`src/rtl/debounce_entrada_pkg.sv`:
```
// Shared timing defaults for the input-conditioning blocks (board-clock based),
// plus the helper that sizes the stability counters.
package debounce_entrada_pkg;

    localparam int SYNC_STAGES_DEF     = 2;
    localparam int DEBOUNCE_CYCLES_DEF = 1000;

    // Counter must be able to represent 0..DEBOUNCE_CYCLES.
    function automatic int cnt_width(input int cycles);
        return $clog2(cycles + 1);
    endfunction

    localparam int CNT_W = cnt_width(DEBOUNCE_CYCLES_DEF);

endpackage

```
`src/rtl/debounce_entrada_canal.sv`:
```
// One debounced channel: synchronizer chain, stability counter and the
// registered level/instability outputs.
module debounce_canal
    import debounce_entrada_pkg::*;
#(
    parameter int SYNC_STAGES     = SYNC_STAGES_DEF,
    parameter int DEBOUNCE_CYCLES = DEBOUNCE_CYCLES_DEF
) (
    input  logic clk,
    input  logic rst,
    input  logic entrada_bit,
    output logic saida_bit,
    output logic instavel_bit
);

    localparam int              CW       = cnt_width(DEBOUNCE_CYCLES);
    localparam logic [CW-1:0]   CNT_LAST = CW'(DEBOUNCE_CYCLES - 1);

    logic [SYNC_STAGES-1:0] sync_q, sync_d;
    logic [CW-1:0]          cnt_q, cnt_d;
    logic                   saida_q, saida_d;
    logic                   instavel_q, instavel_d;
    logic                   sinc;

    assign sinc = sync_q[SYNC_STAGES-1];

    always_comb begin
        sync_d = {sync_q[SYNC_STAGES-2:0], entrada_bit};
    end

    // Any cycle where sinc matches saida (including a bounce back) restarts the count.
    always_comb begin
        cnt_d      = '0;
        saida_d    = saida_q;
        instavel_d = 1'b0;
        if (sinc != saida_q) begin
            if (cnt_q == CNT_LAST) begin
                saida_d = sinc;
            end else begin
                cnt_d      = cnt_q + CW'(1);
                instavel_d = 1'b1;
            end
        end
    end

    always_ff @(posedge clk) begin
        if (!rst) begin
            sync_q     <= '0;
            cnt_q      <= '0;
            saida_q    <= 1'b0;
            instavel_q <= 1'b0;
        end else begin
            sync_q     <= sync_d;
            cnt_q      <= cnt_d;
            saida_q    <= saida_d;
            instavel_q <= instavel_d;
        end
    end

    assign saida_bit    = saida_q;
    assign instavel_bit = instavel_q;

endmodule

```
`src/rtl/debounce_entrada.sv`:
```
// Multi-channel debouncer for raw button/switch inputs; feeds the rising-edge
// detector stage. Each channel is an independent debounce_canal.
module debounce_entrada
    import debounce_entrada_pkg::*;
#(
    parameter int WIDTH           = 2,
    parameter int SYNC_STAGES     = SYNC_STAGES_DEF,
    parameter int DEBOUNCE_CYCLES = DEBOUNCE_CYCLES_DEF
) (
    input  logic             clk,
    input  logic             rst,
    input  logic [WIDTH-1:0] entrada,
    output logic [WIDTH-1:0] saida,
    output logic [WIDTH-1:0] instavel
);

    for (genvar g = 0; g < WIDTH; g++) begin : g_canal
        debounce_canal #(
            .SYNC_STAGES     (SYNC_STAGES),
            .DEBOUNCE_CYCLES (DEBOUNCE_CYCLES)
        ) u_canal (
            .clk          (clk),
            .rst          (rst),
            .entrada_bit  (entrada[g]),
            .saida_bit    (saida[g]),
            .instavel_bit (instavel[g])
        );
    end

endmodule

```
`config.mk`:
```
export PLATFORM = sky130hd
export DESIGN_NAME = debounce_entrada
export DESIGN_NICKNAME = d
export VERILOG_FILES = /design/src/rtl/debounce_entrada_pkg.sv /design/src/rtl/debounce_entrada_canal.sv /design/src/rtl/debounce_entrada.sv
export SDC_FILE = /design/constraint.sdc
export NUM_CORES = 1
export LEC_CHECK = 0
export ABC_AREA = 1
export CORE_MARGIN = 5
export CORE_UTILIZATION = 50
export CTS_CLUSTER_DIAMETER = 40
export CTS_CLUSTER_SIZE = 10
export DETAILED_ROUTE_END_ITERATION = 8
export PLACE_DENSITY_LB_ADDON = 0.1
export SYNTH_ARGS = -nofsm -noshare
export SYNTH_HDL_FRONTEND = slang
export SYNTH_SLANG_ARGS = --single-unit
```
`constraint.sdc`:
```
create_clock -name clk -period 1.1 [get_ports clk]
set_input_delay 0.165 -clock clk [delete_from_list [all_inputs] [get_ports clk]]
set_output_delay 0.165 -clock clk [all_outputs]
set_load 0.01 [all_outputs]
```
==> out/metrics.yaml <==
power:
  p_comb_share_pct: 3.7
  power_mw: 1.58
  clkPwrFrac_pct: 31.2
  ir_drop_uv: 930
  powerDensity_nw_per_um2: 994
  sw_frac_of_total_pct: 20.7
  leakage_nw: 0.594
  p_seq_share_pct: 65.1
  switchingPower_mw: 0.327
  internal_power_mw: 1.25
yosys:
  synth_area_per_cell_um2: 7.78
  synthTopCellsByCount: "29 x nand2_1, 28 x dfxtp_1, 27 x nor2_1"
  synth_compound_gate_area_share_pct: 2.46
  ys_types: 17
  synth.net_count: 163
  synthAdderAreaFrac_pct: 2.05
  syn_inst: 157
  synthXorXnorAreaFrac_pct: 7.89
  netlist_area_um2: 1220
  yosysWarnings: 0
  synth-simple-area-share_pct: 31.6
  yosysTopAreaCellShare_pct: 45.9
  synth-edff-count: 0
  synthArstFlopShare_pct: 0
  synthMostInstantiatedCell: "nand2_1"
  synthMuxAreaShare_pct: 0
  ys_seq_area_share_pct: 45.9
  synth_top_family_by_area: "simple AND/OR/NAND/NOR gates"
  synth_ff_type: "dfxtp_1"
  synth_seq_cells: 28
  synth_top_area_cell: "dfxtp_1"
  synthTopCellsByArea: "dfxtp_1 46%, nand2_1 8.9%, nor2_1 8.3%"
setup_path:
  cp_data_arrival_time_ns: 1.34
  crit_path_top_delay_cell: "dfxtp_2"
  critical_path.cell_chain: "ha_4 -> nand2_4 -> nor2_4 -> nand3_4 -> nand2_4 -> nor2_1"
  cp-start-kind: "flip-flop"
  slowest_delay_ns: 0.38
  reg2reg_from: "g_canal[0].u_canal.cnt_q[1]"
  critPathMaxFanout: 5
  crit_type: "flip-flop to flip-flop"
  startpoint: "g_canal[0].u_canal.cnt_q[1]"
  worstPathRequired_ns: 1.33
  cp_top_family: "simple AND/OR/NAND/NOR gates"
  endpoint_kind: "flip-flop"
  path_buf_inv: 0
  cp_common_cell: "nand2_4"
drt:
  dr.pass1.iters: 4
  drc: 0
  drt_iter0_drc: 42
  ant_nets: 0
  drt_wl_total_um: 2200
  post_drt_wl_per_cell_um: 10.6
  vias_per_cell: 4.70
  vias: 973
sta:
  rsz0062_at_grt: "true"
  min_period_over_period_pct: 101
  worst_pin_slew_ns: 0.335
  worst_hold_slack_ns: 0.356
  finClkSkew_ns: 0.0122
  fmax_ghz: 0.901
  relSlewSlack_pct: 77.5
  final-hold-violation-count: 0
  fin_ws_ns: -0.0101
  final_max_slew_viol_count: 0
  min_period_ns: 1.11
  fin_setup_tns_ns: -0.0237
  setup_viol: 3
finish:
  drive_above_1_share_pct: 41.2
  nFillCells: 207
  diodes: 0
  area_delta_synth_final_pct: 30.1
  nets: 184
min_path:
  worstHoldStart: "entrada[0]"
  hp-class: "input port to flip-flop"
clocking:
  clk_path_buf_depth: 2
  cts_tree: "done"
  cts-root-buf: "clkbuf_4"
  cts_made_buffers: 3
  hold_buffers: 0
  clkSlewWorstSetupHoldPaths_ns: 0.15
  clk_latency_ns: 0.32
  cts-htree-levels: 1
  cts_num_sinks: 28
floorplanning:
  core_area_um2: 2410
  io_pins: 8
  start_util_pct: 50.7
  rows: 18
  dieArea_um2: 3530
  fp.dieW_um: 59.4
  fp.dieH_um: 59.4
run_status:
  violations: "setup timing"
  outcome: "finished, violations left"
global_route:
  grt-ovfl-total: 0
  antenna_found_initial: 0
  gr-usage-all-layers_pct: 13.8
  grt_pass1_wl_um: 3750
  grt_max_degree: 16
  grt_pass1_vias: 937
place:
  place_hpwl_um: 1450
  io_buffers: 7
  gp_congestion: 0.790
job:
  maxCapViolCount: 0
what timing repair did:
action | CTS | global route
resized for setup | 25 | 39
pin swaps | 9 | 13
setup buffers | 0 | 1
endpoints found under the setup margin | 27 | 28
gates cloned | 2 | 0
layer usage:
layer	global-route usage (%)	vias up	wire, um
li1	-	515	-
met1	15.0	445	971
met2	24.5	11	1150
met3	2.83	2	52
met4	7.44	0	21
met5	0	-	0
placed cells by master (no fill, tap or decap):
cell type	n
nor4_1	1
dfxtp_1	15
nand2_2	2
dfxtp_2	12
buf_4	10
dfxtp_4	1
nand3_2	4
ha_4	2
buf_6	1
nor2_4	7
nand4_1	1
nand2_4	5
nand3_4	3
clkbuf_4	3
clkdlybuf4s50_1	3
nand3_1	6
xnor2_1	5
clkbuf_8	1
clkbuf_2	2
inv_2	4
xor2_2	1
nand2_1	27
a21oi_2	3
nor2_2	10
inv_1	21
buf_2	2
nor2_1	17
xor2_1	5
a21oi_1	3
flip-flops by register name, indices dropped and copies added, names as in the netlist:
name and cells:
g_canal.u_canal.cnt_q 20, g_canal.u_canal.sync_q 4, g_canal.u_canal.instavel_bit 2, g_canal.u_canal.saida_bit 2
power by group through the flow:
stage / Clock [mW] / Combinational, mW / Sequential, mW
final: 0.493 / 0.0584 / 1.03
after global routing: 0.562 / 0.0642 / 1.03
after CTS: 0.509 / 0.0558 / 1.03
after detailed placement: 0 / 0.0524 / 1.05
after global placement: 0 / 0.0517 / 1.05
after floorplan: 0 / 0.0273 / 1.05
worst paths after layout:
kind / end / slack (ns) / cells past startpoint
min: g_canal[0].u_canal.sync_q[0] / 0.36 / 3
min reg2reg: g_canal[0].u_canal.sync_q[1] / 0.42 / 2
max: g_canal[0].u_canal.cnt_q[6] / -0.01 / 6
max reg2reg: g_canal[0].u_canal.cnt_q[6] / -0.01 / 6
logic make-up (layout without fill, tap and decap cells):
| kind of cell | Yosys count | count (layout) |
|---|---|---|
| simple gates | 81 | 83 |
| buf+inv | 29 | 47 |
| flops | 28 | 28 |
| xor+xnor | 11 | 11 |
| compound gates | 6 | 6 |
| fa+ha+maj | 2 | 2 |
cell type report:
cell class,count,area (um^2),area share [%]
Inverter,25,93.8,5.91
Tap cell,30,37.5,2.36
Clock buffer,4,36.3,2.28
Timing Repair Buffer,18,136,8.58
Multi-Input combinational cell,102,706,44.4
Sequential cell,28,579,36.5
worst reg2reg max path, cell delays in order (launching register included):
cell     delay, ns
dfxtp_2       0.38
ha_4          0.16
nand2_4       0.06
nor2_4        0.09
nand3_4       0.12
nand2_4       0.15
nor2_1        0.05
through the flow:
step	cells	utilization, %	setup slack (ns)	cell area [um^2]
after CTS	206	62.4	-0.00815	1500
after global routing	207	65.9	-0.104	1590
after floorplan	157	-	0.00251	1230
final	207	65.9	-0.0101	1590
after detailed placement	200	57.4	-0.113	1380
after global placement	200	57.4	-0.0968	1380
(Power assumes the default switching activity.)
